### config.mk
export PLATFORM = sky130hd
export DESIGN_NAME = fifo_rd_stream
export DESIGN_NICKNAME = d
export VERILOG_FILES = /design/src/rtl/fifo_pkg.sv /design/src/rtl/fifo_skid_buf.sv /design/src/rtl/fifo_rd_stream.sv
export SDC_FILE = /design/constraint.sdc
export NUM_CORES = 1
export LEC_CHECK = 0
export ABC_AREA = 1
export CAP_MARGIN = 25
export CORE_UTILIZATION = 43
export CTS_BUF_LIST = sky130_fd_sc_hd__clkbuf_8
export DETAILED_ROUTE_END_ITERATION = 10
export PLACE_DENSITY_LB_ADDON = 0.2
export SKIP_LAST_GASP = 1
export SYNTH_ARGS = -nofsm -noshare
export SYNTH_HDL_FRONTEND = slang
export SYNTH_HIERARCHICAL = 1
export SYNTH_SLANG_ARGS = --single-unit
### constraint.sdc
create_clock -name clk -period 2.18 [get_ports clk]
set_input_delay 0.327 -clock clk [delete_from_list [all_inputs] [get_ports clk]]
set_output_delay 0.327 -clock clk [all_outputs]
set_load 0.02 [all_outputs]
### src/rtl/fifo_pkg.sv
// Shared constants for the FIFO read-side stream adapter.
package fifo_pkg;
  localparam int RD_LAT_COMB = 0;
  localparam int RD_LAT_REG  = 1;
  localparam int CNT_WIDTH   = 16;
endpackage

### src/rtl/fifo_skid_buf.sv
// Two-entry output buffer with 1-bit wrapping pointers and an occupancy count.
module fifo_skid_buf
  import fifo_pkg::*;
#(
  parameter int DATA_WIDTH = 8
) (
  input  logic                  clk,
  input  logic                  rst,
  input  logic                  flush,
  input  logic                  push,
  input  logic [DATA_WIDTH-1:0] push_data,
  input  logic                  pop,
  output logic [1:0]            occ,
  output logic [DATA_WIDTH-1:0] head_data
);

  logic [DATA_WIDTH-1:0] mem_r [0:1];
  logic                  wr_ptr_r;
  logic                  rd_ptr_r;
  logic [1:0]            occ_r;
  logic [1:0]            occ_nxt_s;

  // Occupancy update; a simultaneous push and pop leaves it unchanged.
  always_comb begin
    occ_nxt_s = occ_r;
    if (push && !pop) begin
      occ_nxt_s = occ_r + 2'd1;
    end else if (!push && pop) begin
      occ_nxt_s = occ_r - 2'd1;
    end else begin
      occ_nxt_s = occ_r;
    end
  end

  // Storage, pointers and count; flush empties the buffer without touching data.
  always_ff @(posedge clk or posedge rst) begin
    if (rst) begin
      mem_r[0] <= '0;
      mem_r[1] <= '0;
      wr_ptr_r <= 1'b0;
      rd_ptr_r <= 1'b0;
      occ_r    <= 2'd0;
    end else if (flush) begin
      wr_ptr_r <= 1'b0;
      rd_ptr_r <= 1'b0;
      occ_r    <= 2'd0;
    end else begin
      if (push) begin
        mem_r[wr_ptr_r] <= push_data;
        wr_ptr_r        <= ~wr_ptr_r;
      end
      if (pop) begin
        rd_ptr_r <= ~rd_ptr_r;
      end
      occ_r <= occ_nxt_s;
    end
  end

  assign occ       = occ_r;
  assign head_data = mem_r[rd_ptr_r];

endmodule

### src/rtl/fifo_rd_stream.sv
// FIFO read port to valid/ready stream adapter hiding 0- or 1-cycle read latency.
// Optional transfer counter enabled by defining FIFO_RD_STREAM_CNT_EN.
module fifo_rd_stream
  import fifo_pkg::*;
#(
  parameter int DATA_WIDTH = 8,
  parameter int RD_LATENCY = RD_LAT_REG
) (
  input  logic                  clk,
  input  logic                  rst,
  input  logic                  fifo_empty,
  output logic                  fifo_rd_en,
  input  logic [DATA_WIDTH-1:0] fifo_rd_data,
  output logic                  m_valid,
  input  logic                  m_ready,
  output logic [DATA_WIDTH-1:0] m_data,
  input  logic                  flush,
  output logic                  underflow_err,
  output logic [CNT_WIDTH-1:0]  xfer_cnt
);

  logic       pop_s;
  logic       push_s;
  logic       issue_s;
  logic [1:0] occ_s;
  logic [2:0] pending_s;
  logic       inflight_r;
  logic       underflow_r;

  assign m_valid = (occ_s != 2'd0);
  assign pop_s   = m_valid & m_ready;

  // Issue only while buffered plus in-flight words, net of this pop, leave a free slot.
  always_comb begin
    pending_s = {1'b0, occ_s} + {2'b00, inflight_r} - {2'b00, pop_s};
    issue_s   = 1'b0;
    if (rst || flush || fifo_empty) begin
      issue_s = 1'b0;
    end else begin
      issue_s = (pending_s < 3'd2);
    end
  end

  assign fifo_rd_en = issue_s;

  // Registered read data arrives one cycle after the issue; combinational data never waits.
  always_ff @(posedge clk or posedge rst) begin
    if (rst) begin
      inflight_r <= 1'b0;
    end else if (RD_LATENCY == RD_LAT_COMB) begin
      inflight_r <= 1'b0;
    end else begin
      inflight_r <= issue_s;
    end
  end

  assign push_s = (RD_LATENCY == RD_LAT_COMB) ? issue_s : (inflight_r & ~flush);

  fifo_skid_buf #(
    .DATA_WIDTH(DATA_WIDTH)
  ) u_skid (
    .clk      (clk),
    .rst      (rst),
    .flush    (flush),
    .push     (push_s),
    .push_data(fifo_rd_data),
    .pop      (pop_s),
    .occ      (occ_s),
    .head_data(m_data)
  );

  // Sticky flag for a pop issued against an empty FIFO.
  always_ff @(posedge clk or posedge rst) begin
    if (rst) begin
      underflow_r <= 1'b0;
    end else if (issue_s && fifo_empty) begin
      underflow_r <= 1'b1;
    end else begin
      underflow_r <= underflow_r;
    end
  end

  assign underflow_err = underflow_r;

`ifdef FIFO_RD_STREAM_CNT_EN
  logic [CNT_WIDTH-1:0] xfer_cnt_r;

  // Completed transfers, wrapping; flush does not clear it.
  always_ff @(posedge clk or posedge rst) begin
    if (rst) begin
      xfer_cnt_r <= '0;
    end else if (pop_s) begin
      xfer_cnt_r <= xfer_cnt_r + CNT_WIDTH'(1);
    end else begin
      xfer_cnt_r <= xfer_cnt_r;
    end
  end

  assign xfer_cnt = xfer_cnt_r;
`else
  assign xfer_cnt = '0;
`endif

endmodule

Yosys cells after proc, flatten, opt, wreduce, memory -nomap -nowiden:

Cells that the tools add are included.

* memories: 0
* RAM bits: 0
* register bits: 22
* word-level logic and storage cells: 49
* output and inout port bits: 27
* bits in latches: 0
* ROM bits: 0

* shift-type cells: 0
* muxes and demuxes: 14
* reduce and logical (&&, ||, !) cells: 13
* bitwise logic cells: 7
* add/subtract/negate cells: 4
* order comparisons: 4
* equality and inequality tests: 0
* $mul: 0
* div/mod/pow operators: 0

Operators with widths (count)
* two-way mux 8 bit: 4
* bitwise mux 16 bit: 1
* demux 8 bit (select 1 bit): 1
* two-way mux 2 bit: 3
* nonzero test 2 bit: 3
* two-way mux 1 bit: 5
* greater-or-equal comparator 2 bit (second input constant): 2
* logical AND 1 bit: 4
* inverter 1 -> 2 bit: 2
* adder 2 x 1 -> 3 bit: 1
* less-than comparator 3 x 2 -> 1 bit (second input constant): 1
* inverter 1 bit: 3
* nonzero test 3 bit: 1
* subtractor 3 x 1 -> 3 bit: 1
* adder 2 x 1 -> 2 bit (second input constant): 1
* AND 1 bit: 2
* zero test 1 bit: 2
* logical OR 1 bit: 2
* less-than comparator 2 x 1 -> 1 bit (second input constant): 1
* AND reduction 2 bit: 1
* subtractor 2 x 1 -> 2 bit (second input constant): 1

Longest topological paths before layout:

* word-level depth: 7
* mapped depth: 8
* mapped depth without buffers: 8

Cells and area by module:

Netlist, hierarchy kept.

By module, submodules not included
* fifo_skid_buf: seq. area each 500.5 um2, times used 1, cells an instance 100, area each 999.7 um2
* fifo_rd_stream: seq. area each 50.0 um2, times used 1, cells an instance 39, area each 280.3 um2

Worst setup path after synthesis:

OpenSTA, ideal clock, no wires.

* path type: flip-flop to output port
* from: reg u_skid.occ_r[1] (netlist: u_skid/occ[1])
* to: out fifo_rd_en
* path slack: -0.247 ns
* cell stages (with the launch flop): 9
* data arrival time: 2.100 ns
* required time: 1.853 ns
* cells stage by stage: dfrtp_1 o21a_1 ha_1 or2_1 fa_1 inv_1 nor2_1 nand2_1 nor2_1

* longest elaborated chain between the ends: 5
* elaborated cells on any way between the ends: 6
* those cells by class: add/sub (2); order compare (1); mux (1); bitwise (1); reduce/logical (1)

Ends and longest elaborated chain
* start: declaration: RTL line fifo_skid_buf.sv:20 `logic [1:0] occ_r;`
* start signal: assignment: RTL line fifo_skid_buf.sv:55 `occ_r <= occ_nxt_s;`
* nonzero test 2 bit: RTL line fifo_rd_stream.sv:30 `assign m_valid = (occ_s != 2'd0);`
* AND 1 bit: RTL line fifo_rd_stream.sv:31 `assign pop_s = m_valid & m_ready;`
* named net pop_s: RTL line fifo_rd_stream.sv:22 `logic pop_s;`
* subtractor 3 x 1 -> 3 bit: RTL line fifo_rd_stream.sv:35 `pending_s = {1'b0, occ_s} + {2'b00, inflight_r} - {2'b00, pop_s};`
* less-than comparator 3 x 2 -> 1 bit: RTL line fifo_rd_stream.sv:40 `issue_s = (pending_s < 3'd2);`
* two-way mux 1 bit: RTL line fifo_rd_stream.sv:37 `if (rst || flush || fifo_empty) begin`
* end: declaration: RTL line fifo_rd_stream.sv:12 `output logic fifo_rd_en,`

The timed path passes the listed nets, and every way through them passes these cells.

Final worst setup path:

* from: in m_ready
* to: out fifo_rd_en

* longest elaborated chain between the ends: 4

Ends and longest elaborated chain
* start: declaration: RTL line fifo_rd_stream.sv:15 `input logic m_ready,`
* AND 1 bit: RTL line fifo_rd_stream.sv:31
* named net pop_s: RTL line fifo_rd_stream.sv:22
* subtractor 3 x 1 -> 3 bit: RTL line fifo_rd_stream.sv:35
* less-than comparator 3 x 2 -> 1 bit: RTL line fifo_rd_stream.sv:40
* two-way mux 1 bit: RTL line fifo_rd_stream.sv:37

The timed path passes the listed nets, and every way through them passes these cells.

==> results_dict.tcl <==
set metrics [dict create \
    seq_area_frac_synth_pct 43.0 \
    crit_path_start_kind "input pin" \
    area_delta_synth_final_pct 25.1 \
    crit_buf_inv 3 \
    grt_util_all_layers_pct 14.8 \
    max_stage_delay_ps 480 \
    stdcell_count 203 \
    final_cell_mix "32 x nand2_1, 22 x clkdlybuf4s50_1, 21 x dfrtp_1" \
    required_ps 1850 \
    wirelength_um 2200 \
    grt_overflow 0 \
    crit_chain "clkdlybuf4s50_1 -> o21a_1 -> ha_1 -> or2_1 -> fa_1 -> inv_1 -> nor2_1 -> nand2_1 -> nor2_4 -> buf_6" \
    rows 19 \
    numCtsBuffers 3 \
    io_pins 40 \
    initial_core_util_pct 46.0 \
    hold_violations 0 \
    antenna_cells 0 \
    path_max_fanout 2 \
    grt_pass1_vias 874 \
    io_buffers 23 \
    cts_tree "built" \
    design.die.area_mm2 0.00320 \
    synthDistinctLibCells 22 \
    power.density_mw_per_mm2 988 \
    first_pass_iters 4 \
    drive_gt1_share_pct 26.2 \
    gp_congestion 0.754 \
    leakagePower_uw 0.000833 \
    syn_area_mm2 0.00128 \
    rsz0062_at_grt "yes" \
    arrival_ps 2280 \
    ctsHoldBuffers 0 \
    period_minus_slack_ps 2610 \
    cts.reportedPaths.clkPinSlew_ps 70 \
    crit_type "in2out" \
    coreArea_mm2 0.00278 \
    wire_per_inst_um 10.8 \
    synth_seq_cells 22 \
    htreeDepth 1 \
    nNetsFinal 188 \
    status "complete, but fails checks" \
    critical_path.top_delay_family "adder cells" \
    failed_checks "negative setup slack" \
    die_y_um 56.6 \
    netlist_instances 139 \
    setup_viol 1 \
    ir_worst_vdd_mv 0.614 \
    grt_pass1_wl_um 3640 \
    ctsRootBufferMaster "clkbuf_8" \
    slew_viol_final 0 \
    fin_skew_ps 2.86 \
    viasPerCell 4.56 \
    fmax_ghz 0.383 \
    fin_ws_ps -430 \
    yosys_warnings 6 \
    cap_violations 0 \
    placedCellCount 197 \
    clk_path_buf_depth 2 \
    drt_iter0_markers 20 \
    cp_slowest_cell "fa_1" \
    antenna_left 0 \
    final_common_cell "nand2_1" \
    via_count 925 \
    finalSetupTns_ps -430 \
    numClockSinks 22 \
    hpwl_um 1570 \
    die_w_um 56.6 \
    post-route-period-util_pct 120 \
    syn_area_per_cell_um2 9.21 \
    worst_hold_path_type "in2async" \
    cp-end-kind "output port" \
    antenna_found_initial 0 \
    drc 0 \
    fin_util_pct 57.6 \
    worstSkewPairLatency_ps 270 \
    grt_max_degree 21 \
]
layer usage:
layer	routed length, µm	vias up	track usage (%)
met5	0	-	0
met4	61	0	8.01
li1	-	461	-
met1	970	422	17.7
met3	104	7	2.76
met2	1060	35	25.0
flip-flops by register name, summed over array words and instances (netlist names):
signal           cells
u_skid/wr_ptr_r      1
u_skid/mem_r        16
inflight_r           1
underflow_err        1
u_skid/rd_ptr_r      1
u_skid/occ           2
final timing paths:
path | slack, ps | depth (start not counted) | end | startpoint
max in group asynchronous | 1500 | 3 | u_skid/rd_ptr_r$_DFFE_PP0P_ | rst
min in group clk | 380 | 0 | underflow_err$_DFFE_PP0P_ | underflow_err$_DFFE_PP0P_
setup reg to reg | 50 | 10 | inflight_r$_DFF_PP0_ | u_skid/occ[0]$_DFFE_PP0P_
hold / removal | 280 | 2 | inflight_r$_DFF_PP0_ | rst
setup / recovery | -430 | 10 | fifo_rd_en | m_ready
hold reg to reg | 380 | 0 | underflow_err$_DFFE_PP0P_ | underflow_err$_DFFE_PP0P_
metrics by stage:
step / total power [µW] / setup slack, ps / area (µm²) / hold slack, ps
after floorplan: 1040 / -121 / 1340 / 68.2
after global placement: 1270 / -861 / 1530 / 366
after detailed placement: 1290 / -899 / 1530 / 367
after CTS: 1590 / -429 / 1590 / 283
after global routing: 1670 / -524 / 1600 / 288
final: 1580 / -430 / 1600 / 276
report_power, final:
part / switching (µW) / leakage (µW) / internal [µW]
Clock: 131 / 0.0000288 / 161
Combinational: 353 / 0.000510 / 365
Sequential: 65.1 / 0.000293 / 506
final cells by class:
cell class	count	area [µm²]
Fill cell	262	1180
Inverter	21	78.8
Timing Repair Buffer	34	314
Tap cell	31	38.8
Multi-Input combinational cell	91	563
Sequential cell	22	552
Clock buffer	4	55.1
Yosys cell counts:
cell	number	area, µm²
o21ai_1	1	5.00
buf_4	16	120
clkbuf_1	1	3.75
nor2_1	7	26.3
ha_1	1	12.5
buf_2	1	5.00
inv_2	1	3.75
dfrtp_1	22	551
nand3b_4	1	20.0
nand3_1	3	15.0
inv_1	20	75.1
nand4_1	1	6.26
nand3_4	1	17.5
or2_1	1	6.26
conb_1	1	3.75
o21ai_2	16	140
fa_1	1	20.0
o21a_1	1	7.51
buf_6	2	22.5
xnor2_1	1	8.76
mux2_2	8	90.1
nand2_1	32	120
cell families (layout without fill, tap and decap cells):
family | Yosys count | after routing | synth area share (%)
AOI/OAI and AO/OA | 18 | 18 | 11.9
other | 1 | 16 | 0.293
adders and majority gates | 2 | 2 | 2.54
DFF | 22 | 22 | 43.0
and+or+nand+nor | 46 | 46 | 16.5
buffers and inverters | 41 | 59 | 18.0
xor gates and xnor gates | 1 | 1 | 0.684
muxes | 8 | 8 | 7.04
timing repair:
item / in CTS / in global routing
endpoints found under the setup margin: 1 / 2
pin swaps: 0 / 3
setup buffers: 1 / 1
gates resized for setup: 6 / 1
No activity file was read; power rests on OpenSTA's default activity.
